File: src/rtl/muldiv_pkg.sv
// Shared types and constants for the RV32M multiply/divide unit.
package muldiv_pkg;

    typedef logic [31:0] word_t;

    typedef enum logic [3:0] {
        MULDIV_CTRL_MUL    = 4'd0,
        MULDIV_CTRL_MULH   = 4'd1,
        MULDIV_CTRL_MULHSU = 4'd2,
        MULDIV_CTRL_MULHU  = 4'd3,
        MULDIV_CTRL_DIV    = 4'd4,
        MULDIV_CTRL_DIVU   = 4'd5,
        MULDIV_CTRL_REM    = 4'd6,
        MULDIV_CTRL_REMU   = 4'd7
    } muldiv_ctrl_t;

    typedef enum logic [1:0] {
        ST_IDLE = 2'd0,
        ST_CALC = 2'd1,
        ST_FIX  = 2'd2,
        ST_DONE = 2'd3
    } muldiv_state_t;

    localparam int unsigned ITER_COUNT    = 32;
    localparam word_t       DIV_BY_ZERO_Q = 32'hFFFF_FFFF;
    localparam word_t       INT_MIN       = 32'h8000_0000;

    function automatic word_t abs_w(input word_t v);
        return v[31] ? (~v + 32'd1) : v;
    endfunction

endpackage

File: src/rtl/muldiv_div_step.sv
// One combinational restoring-division step: shift in a dividend bit, subtract if it fits.
module div_step
    import muldiv_pkg::*;
(
    input  word_t rem_in,
    input  word_t divisor,
    input  logic  dividend_bit,
    output word_t rem_out,
    output logic  q_bit
);

    logic [32:0] trial;
    logic [32:0] diff;

    // rem_in < divisor always holds, so a borrow shows up as diff[32].
    always_comb begin
        trial   = {rem_in, dividend_bit};
        diff    = trial - {1'b0, divisor};
        q_bit   = ~diff[32];
        rem_out = q_bit ? diff[31:0] : trial[31:0];
    end

endmodule

File: src/rtl/muldiv.sv
// Multi-cycle RV32M multiply/divide unit with valid/ready on both sides.
// MULDIV_DSP_MUL_EN: multiplies become a single-cycle 33x33 signed multiply.
module muldiv
    import muldiv_pkg::*;
(
    input  logic              clk,
    input  logic              rst_n,
    input  muldiv_ctrl_t      ctrl,
    input  logic [1:0][31:0]  in,
    input  logic              in_valid,
    output logic              in_ready,
    output logic [31:0]       out,
    output logic              out_valid,
    input  logic              out_ready
);

    muldiv_state_t state, state_nxt;
    muldiv_ctrl_t  op;
    logic [5:0]    cnt;
    word_t         acc_hi, acc_lo, opb;
    logic          neg;
    word_t         res;

    word_t  a, b, a_mag, b_mag, special_res, fix_res;
    logic   is_mul_in, is_div_in, special, neg_in, op_is_mul;
    word_t  step_rem;
    logic   step_q;

    always_comb begin
        a = in[0];
        b = in[1];
    end

    // ---------------- request decode ----------------
`ifdef MULDIV_DSP_MUL_EN
    logic signed [32:0] dsp_a, dsp_b;
    logic signed [65:0] dsp_p;
    word_t              dsp_res;

    always_comb begin
        dsp_a   = {(ctrl == MULDIV_CTRL_MULH || ctrl == MULDIV_CTRL_MULHSU) & a[31], a};
        dsp_b   = {(ctrl == MULDIV_CTRL_MULH) & b[31], b};
        dsp_p   = dsp_a * dsp_b;
        dsp_res = (ctrl == MULDIV_CTRL_MUL) ? dsp_p[31:0] : dsp_p[63:32];
    end
`endif

    always_comb begin
        is_mul_in   = ctrl inside {MULDIV_CTRL_MUL, MULDIV_CTRL_MULH,
                                   MULDIV_CTRL_MULHSU, MULDIV_CTRL_MULHU};
        is_div_in   = ctrl inside {MULDIV_CTRL_DIV, MULDIV_CTRL_DIVU,
                                   MULDIV_CTRL_REM, MULDIV_CTRL_REMU};
        a_mag       = a;
        b_mag       = b;
        neg_in      = 1'b0;
        special     = 1'b0;
        special_res = '0;
        case (ctrl)
            MULDIV_CTRL_MULH,
            MULDIV_CTRL_DIV: begin
                a_mag  = abs_w(a);
                b_mag  = abs_w(b);
                neg_in = a[31] ^ b[31];
            end
            MULDIV_CTRL_MULHSU: begin
                a_mag  = abs_w(a);
                neg_in = a[31];
            end
            MULDIV_CTRL_REM: begin
                a_mag  = abs_w(a);
                b_mag  = abs_w(b);
                neg_in = a[31];
            end
            default: ;
        endcase
        if (!is_mul_in && !is_div_in) begin
            special = 1'b1;
        end else if (is_div_in && b == '0) begin
            special     = 1'b1;
            special_res = (ctrl == MULDIV_CTRL_DIV || ctrl == MULDIV_CTRL_DIVU)
                          ? DIV_BY_ZERO_Q : a;
        end else if ((ctrl == MULDIV_CTRL_DIV || ctrl == MULDIV_CTRL_REM)
                     && a == INT_MIN && b == '1) begin
            special     = 1'b1;
            special_res = (ctrl == MULDIV_CTRL_DIV) ? INT_MIN : '0;
        end
`ifdef MULDIV_DSP_MUL_EN
        else if (is_mul_in) begin
            special     = 1'b1;
            special_res = dsp_res;
        end
`endif
    end

    // ---------------- FSM ----------------
    always_ff @(posedge clk) begin
        if (!rst_n) state <= ST_IDLE;
        else        state <= state_nxt;
    end

    always_comb begin
        state_nxt = state;
        case (state)
            ST_IDLE: if (in_valid) state_nxt = special ? ST_DONE : ST_CALC;
            ST_CALC: if (cnt == '0) state_nxt = ST_FIX;
            ST_FIX:  state_nxt = ST_DONE;
            ST_DONE: if (out_ready) state_nxt = ST_IDLE;
            default: state_nxt = ST_IDLE;
        endcase
    end

    always_comb begin
        in_ready  = (state == ST_IDLE);
        out_valid = (state == ST_DONE);
        out       = res;
    end

    // ---------------- datapath ----------------
    // acc_hi/acc_lo hold {product hi, multiplier/product lo} for multiplies and
    // {partial remainder, dividend/quotient shift register} for divides.
    assign op_is_mul = op inside {MULDIV_CTRL_MUL, MULDIV_CTRL_MULH,
                                  MULDIV_CTRL_MULHSU, MULDIV_CTRL_MULHU};

    div_step u_div_step (
        .rem_in       (acc_hi),
        .divisor      (opb),
        .dividend_bit (acc_lo[31]),
        .rem_out      (step_rem),
        .q_bit        (step_q)
    );

`ifndef MULDIV_DSP_MUL_EN
    logic [32:0] mul_sum;
    logic [63:0] prod;

    always_comb begin
        mul_sum = acc_lo[0] ? ({1'b0, acc_hi} + {1'b0, opb}) : {1'b0, acc_hi};
        prod    = neg ? (~{acc_hi, acc_lo} + 64'd1) : {acc_hi, acc_lo};
    end
`endif

    always_comb begin
        fix_res = '0;
        case (op)
`ifndef MULDIV_DSP_MUL_EN
            MULDIV_CTRL_MUL:    fix_res = prod[31:0];
            MULDIV_CTRL_MULH,
            MULDIV_CTRL_MULHSU,
            MULDIV_CTRL_MULHU:  fix_res = prod[63:32];
`endif
            MULDIV_CTRL_DIV,
            MULDIV_CTRL_DIVU:   fix_res = neg ? (~acc_lo + 32'd1) : acc_lo;
            MULDIV_CTRL_REM,
            MULDIV_CTRL_REMU:   fix_res = neg ? (~acc_hi + 32'd1) : acc_hi;
            default:            fix_res = '0;
        endcase
    end

    always_ff @(posedge clk) begin
        if (!rst_n) begin
            op     <= MULDIV_CTRL_MUL;
            cnt    <= '0;
            acc_hi <= '0;
            acc_lo <= '0;
            opb    <= '0;
            neg    <= 1'b0;
            res    <= '0;
        end else begin
            case (state)
                ST_IDLE: if (in_valid) begin
                    op  <= ctrl;
                    neg <= neg_in;
                    cnt <= 6'(ITER_COUNT);
                    if (special) begin
                        res <= special_res;
                    end else begin
                        acc_hi <= '0;
                        opb    <= is_mul_in ? a_mag : b_mag;
                        acc_lo <= is_mul_in ? b_mag : a_mag;
                    end
                end
                ST_CALC: if (cnt != '0) begin
                    cnt <= cnt - 6'd1;
`ifndef MULDIV_DSP_MUL_EN
                    if (op_is_mul) begin
                        {acc_hi, acc_lo} <= {mul_sum, acc_lo[31:1]};
                    end else
`endif
                    begin
                        acc_hi <= step_rem;
                        acc_lo <= {acc_lo[30:0], step_q};
                    end
                end
                ST_FIX:  res <= fix_res;
                default: ;
            endcase
        end
    end

`ifdef MULDIV_DSP_MUL_EN
    logic unused_ok;
    assign unused_ok = op_is_mul ^ dsp_p[65] ^ dsp_p[64];
`endif

endmodule

File: config.mk
export PLATFORM = sky130hd
export DESIGN_NAME = muldiv
export DESIGN_NICKNAME = d
export VERILOG_FILES = /design/src/rtl/muldiv_pkg.sv /design/src/rtl/muldiv_div_step.sv /design/src/rtl/muldiv.sv
export SDC_FILE = /design/constraint.sdc
export NUM_CORES = 1
export LEC_CHECK = 0
export ABC_AREA = 1
export CAP_MARGIN = 5
export CORE_AREA = 10 10 214 216
export DETAILED_ROUTE_END_ITERATION = 16
export DIE_AREA = 0 0 224 226
export GPL_ROUTABILITY_DRIVEN = 0
export SLEW_MARGIN = 20
export SYNTH_ARGS = -nofsm -noshare
export SYNTH_HDL_FRONTEND = slang
export SYNTH_SLANG_ARGS = --single-unit
File: constraint.sdc
create_clock -name clk -period 3.2 [get_ports clk]
set_clock_uncertainty 0.05 [all_clocks]
set_input_delay 0.48 -clock clk [delete_from_list [all_inputs] [get_ports clk]]
set_output_delay 0.48 -clock clk [all_outputs]
set_load 0.03 [all_outputs]
; ---- Yosys cells after proc, flatten, opt, wreduce, memory -nomap -nowiden
; Index checks and enable logic that the tools add are counted.
[totals]
register_bits = 141
output_inout_bits = 34
word_cells = 123
[op_classes]
n_addsub = 8
n_eq_ne = 25
mux = 42
bitwise_logic = 8
n_reduce_logical = 32
[ops]
columns = operator, n
row1 = $mux 32, 24
row2 = $pmux 32 s2, 3
row3 = $add 32x1->32 const B, 4
row4 = $not 32->32, 4
row5 = $pmux 32 s4, 1
row6 = $add 64x1->64 const B, 1
row7 = $eq 32x32->1 const B, 2
row8 = $mux 64, 1
row9 = $not 64->64, 1
row10 = $add 32x32->33, 1
row11 = $mux 33, 1
row12 = $sub 33x32->33, 1
row13 = $eq 4x3->1 const B, 8
row14 = $logic_not 32->1, 1
row15 = $eq 4x2->1 const B, 4
row16 = $mux 6, 2
row17 = $pmux 6 s2, 1
row18 = $reduce_and 3->1, 4
row19 = $reduce_bool 4->1, 3
row20 = $eq 4x1->1 const B, 2
row21 = $logic_not 4->1, 2
row22 = $mux 2, 4
row23 = $ne 2x2->1 const B, 4
row24 = $pmux 2 s4, 1
row25 = 20 further kinds, 35

; ---- Depth between registers and ports, before layout
[depth]
word_depth = 10
ltp_mapped = 19
ltp_nobuf = 18

; ---- Modules after synthesis
; From an unflattened synthesis, not the netlist that was laid out.
[hier_totals]
hier_cells = 3706
hier_area_um2 = 18948.2
[modules_own_cells]
columns = module, n_inst, cells_each, area_per_inst_um2, seq_area_each_um2
row1 = muldiv, 1, 3026, 15797.7, 2822.7
row2 = div_step, 1, 680, 3150.5, 0.0

; ---- Worst setup path after synthesis
; OpenSTA, ideal clock, no wires.
[synth_path]
path_kind = register -> register
startpoint = register acc_lo[31]
endpoint = register acc_lo[0]
setup_time_ps = 109
arrival_ps = 2241
t_required_ps = 3041
setup_slack_ps = 800
path_stages_with_launch = 17
path_buffers = 1
period_less_slack_ps = 2400
path_cell_list = dfxtp_1 inv_1 ha_1 fa_1 nor2_1 o21ai_0 nand2_1 nand2_1 nand2_2 nand2_2 nand3_1 nand2_4 buf_6 o21ai_0 nand3_1 nand2_1 inv_1
[synth_between]
elab_chain_cells = 5
[synth_lines]
columns = element, line_no
row1 = "start, declared", muldiv.sv:20  ; word_t acc_hi, acc_lo, opb;
row2 = "start signal, assigned", muldiv.sv:179  ; acc_lo <= is_mul_in ? b_mag : a_mag;
row3 = "start signal, assigned", muldiv.sv:186  ; {acc_hi, acc_lo} <= {mul_sum, acc_lo[31:1]};
row4 = "start signal, assigned", muldiv.sv:191  ; acc_lo <= {acc_lo[30:0], step_q};
row5 = $sub 33x32->33, muldiv_div_step.sv:18  ; diff = trial - {1'b0, divisor};
row6 = $not 1->1, muldiv_div_step.sv:19  ; q_bit = ~diff[32];
row7 = $mux 32, muldiv.sv:185  ; if (op_is_mul) begin
row8 = $mux 32, muldiv.sv:182  ; ST_CALC: if (cnt != '0) begin
row9 = $pmux 32 s2, muldiv.sv:169  ; case (state)
; No other way between the ends. The select of a mux whose other input is x is not followed.
; A chain may end at the register's enable or synchronous reset.

; ---- Worst setup path in the final report
[layout_path]
startpoint = register opb[0]
endpoint = register acc_hi[31]
[layout_between]
elab_chain_cells = 5
[layout_lines]
columns = element, line_no
row1 = "start, declared", muldiv.sv:20
row2 = "start signal, assigned", muldiv.sv:178  ; opb <= is_mul_in ? a_mag : b_mag;
row3 = $sub 33x32->33 / $add 32x32->33 (equally long branches), "muldiv_div_step.sv:18, muldiv.sv:137"
row4 = $mux 32 / $mux 33 (equally long branches), "muldiv_div_step.sv:20, muldiv.sv:137"
row5 = $mux 32 (*), muldiv.sv:185
row6 = $mux 32 (*), muldiv.sv:182
row7 = $pmux 32 s2 (*), muldiv.sv:169
row8 = "end signal, assigned", muldiv.sv:186
row9 = "end signal, assigned", muldiv.sv:190  ; acc_hi <= step_rem;
row10 = "end, declared", muldiv.sv:20
; Mark *: on every way between the ends. The rest lies on a longest branch, timed or not. The select of a mux whose other input is x is not followed.

==> impl_metrics.yaml <==
clock_network:
  clkTransAtPathRegs_ns: 0.07
  cts_buffers: 17
  cts_tree: "built"
  insertion_delay_ns: 0.46
  root_buffer: "clkbuf_16"
  cts_setup_buffers: 0
  htreeDepth: 4
  clock_path_buffers: 2
  cts_sinks: 141
finish:
  nFillCells: 4542
  drive_gt1_frac: 0.0546
  antenna_cells: 0
  syn_to_final_growth_pct: 14.1
  final_common_cell: "nand2_1"
  nets: 3819
  fin_cells: 4222
  final_cell_mix: "nand2_1, inv_1, nor2_1"
route:
  wl_per_cell_um: 20.1
  dr.pass1.iters: 7
  vias: 24300
  via_per_inst: 5.77
  ant_nets: 0
  drc_errors: 0
  wirelength_um: 84900
  drtIter0Drc: 3545
power:
  peakVddDrop_mv: 0.479
  power.leakage_nw: 10.7
  p_per_area_nw_per_um2: 780
  fin_total_pwr_mw: 16.5
timing:
  setup_viol: 0
  max_freq_mhz: 330
  timing.setup.tns_ns: 0
  period_share: 0.947
  slew_headroom: 0.377
  rsz0062_at_grt: "false"
  min_period_ns: 3.03
  worst_slew_pin_slew_ns: 0.934
  drv_slew: 0
  hold_viol: 0
grt:
  grt_pass1_wl_um: 128000
  antenna_found_initial: 1
  track_usage: 0.324
  grt.overflow.total: 0
  grt_pass1_vias: 21900
  grt_max_degree: 97
synth:
  async_flop_share: 0
  yosys.cell_types.count: 48
  syn_area_per_cell_um2: 5.18
  synth_warnings: 0
  synth_edf_count: 0
  ys_seq_elements: 141
  syn_inst: 3565
  ys.flop_type: "dfxtp_1"
  ys_seq_area_frac: 0.153
  syn_nets: 3714
  synth_area_um2: 18500
floorplanning:
  die_height_um: 226
  core-area_um2: 41600
  design.die.area_um2: 50600
  initial_utilization: 0.445
  num_rows: 75
  die_x_um: 224
  pin_count: 106
setup_path:
  worstPathArrival_ns: 3.36
  endpoint: "acc_hi[31]"
  cp.required_ns: 3.53
  ff2ff_path_depth: 16
  reg2reg_to: "acc_hi[31]"
  crit_type: "register to register"
  endpoint_kind: "register"
  reg2reg_from: "opb[0]"
  ff2ff_setup_slack_ns: 0.17
  startpoint: "opb[0]"
  path_max_fanout: 5
  start_kind: "register"
hold_path:
  hold_path_class: "input pin to register"
outcome:
  outcome: "completed"
place:
  dp.cells: 4190
  portBuffers: 105
  dp_hpwl_um: 69000
job:
  max-cap-violations: 0
-- synthesized netlist by cell type, types with 2 or more instances --
cell type,count,area share
a211oi_1,3,0.0012
a21oi_1,302,0.082
a21oi_2,2,0.00095
a221oi_1,2,0.00095
a31oi_1,29,0.0098
and2_1,6,0.0020
and3_1,2,0.00068
buf_1,12,0.0024
buf_2,24,0.0065
buf_4,7,0.0028
buf_6,13,0.0079
clkbuf_1,77,0.016
clkinv_1,3,0.00061
dfxtp_1,141,0.15
fa_1,2,0.0022
ha_1,75,0.051
inv_1,505,0.10
inv_2,7,0.0014
nand2_1,1137,0.23
nand2_2,11,0.0037
nand3_1,330,0.089
nand3_2,2,0.0011
nand3b_1,13,0.0053
nand4_1,45,0.015
nor2_1,430,0.087
nor2_2,10,0.0034
nor2_4,4,0.0024
nor3_1,41,0.011
o211ai_1,13,0.0053
o21a_1,2,0.00081
o21ai_0,218,0.059
o21ai_1,11,0.0030
o21ai_2,2,0.00095
o21bai_1,4,0.0016
o22ai_1,2,0.00068
or2_2,5,0.0017
xnor2_1,22,0.010
xor2_1,41,0.019
-- worst max-delay path, cell delays in order (launching register included) --
cell     delay [ns]
dfxtp_1        0.47
ha_2           0.33
inv_1          0.07
fa_1           0.43
inv_1          0.19
nand3_1        0.11
nand3_1        0.16
nand2_1        0.07
nand2_1        0.13
nand3_1        0.11
nand2_1        0.14
nand2_1        0.07
nand2_1        0.07
a21oi_1        0.17
nor2_1         0.16
nand2_1        0.07
a21oi_1        0.12
-- where the power goes --
part           switching (mW)  internal, mW
Sequential              0.503          2.17
Clock                   0.924          1.12
Combinational            8.21          3.54
-- cells by family after synthesis --
family	Yosys count	synth area share
compound gates	593	0.167
xor+xnor	63	0.0299
fa+ha+maj	77	0.0529
buf+inv	650	0.141
flops	141	0.153
simple gates	2041	0.457
-- worst min-delay path by stage --
stage	startpoint	slack, ns	cells after the start	to
2_1_floorplan	op[3]	0.39	2	op[3]
3_3_place_gp	op[3]	0.42	2	op[3]
3_5_place_dp	out[14]	0.42	2	out[14]
4_1_cts	rst_n	0.30	3	neg
5_1_grt	rst_n	0.32	3	neg
6_report	rst_n	0.32	3	neg
-- metal layers --
metal | part of all wire | track usage | up-vias
li1 | - | - | 11600
met3 | 0.12 | 0.0790 | 302
met2 | 0.42 | 0.489 | 1441
met1 | 0.39 | 0.405 | 11000
met4 | 0.074 | 0.212 | 2
met5 | 0.00015 | 0 | -
-- cell type report --
type	instances	area, µm²	share of cell area
clock inverters	14	145	0.00688
inverters	517	1940	0.0922
flip-flops and latches	141	2820	0.134
multi-input cells	2774	13100	0.621
repair buffers	219	1980	0.0937
clock buffers	18	439	0.0208
well taps	539	674	0.0320
-- registers in the layout (all words and copies together), names as in the netlist --
| register | count |
|---|---|
| acc_hi | 32 |
| acc_lo | 32 |
| opb | 32 |
| out | 32 |
| cnt | 6 |
| op | 4 |
| state | 2 |
| neg | 1 |
-- stage by stage --
step / cell area, µm² / hold WS, ns / worst slack (ns) / util
after global routing: 21100 / 0.318 / 0.0475 / 0.508
after floorplan: 18500 / 0.394 / 0.800 / -
final: 21100 / 0.323 / 0.169 / 0.508
after global placement: 20500 / 0.421 / 0.0793 / 0.493
after detailed placement: 20500 / 0.419 / 0.0234 / 0.493
after CTS: 21100 / 0.299 / 0.237 / 0.507
-- repair_timing --
action	in CTS	in global routing
endpoints found under the setup margin	0	8
resized for setup	0	3
hold endpoints to repair	0	0
hold buffers	0	0
No activity file was read; power rests on OpenSTA's default activity.
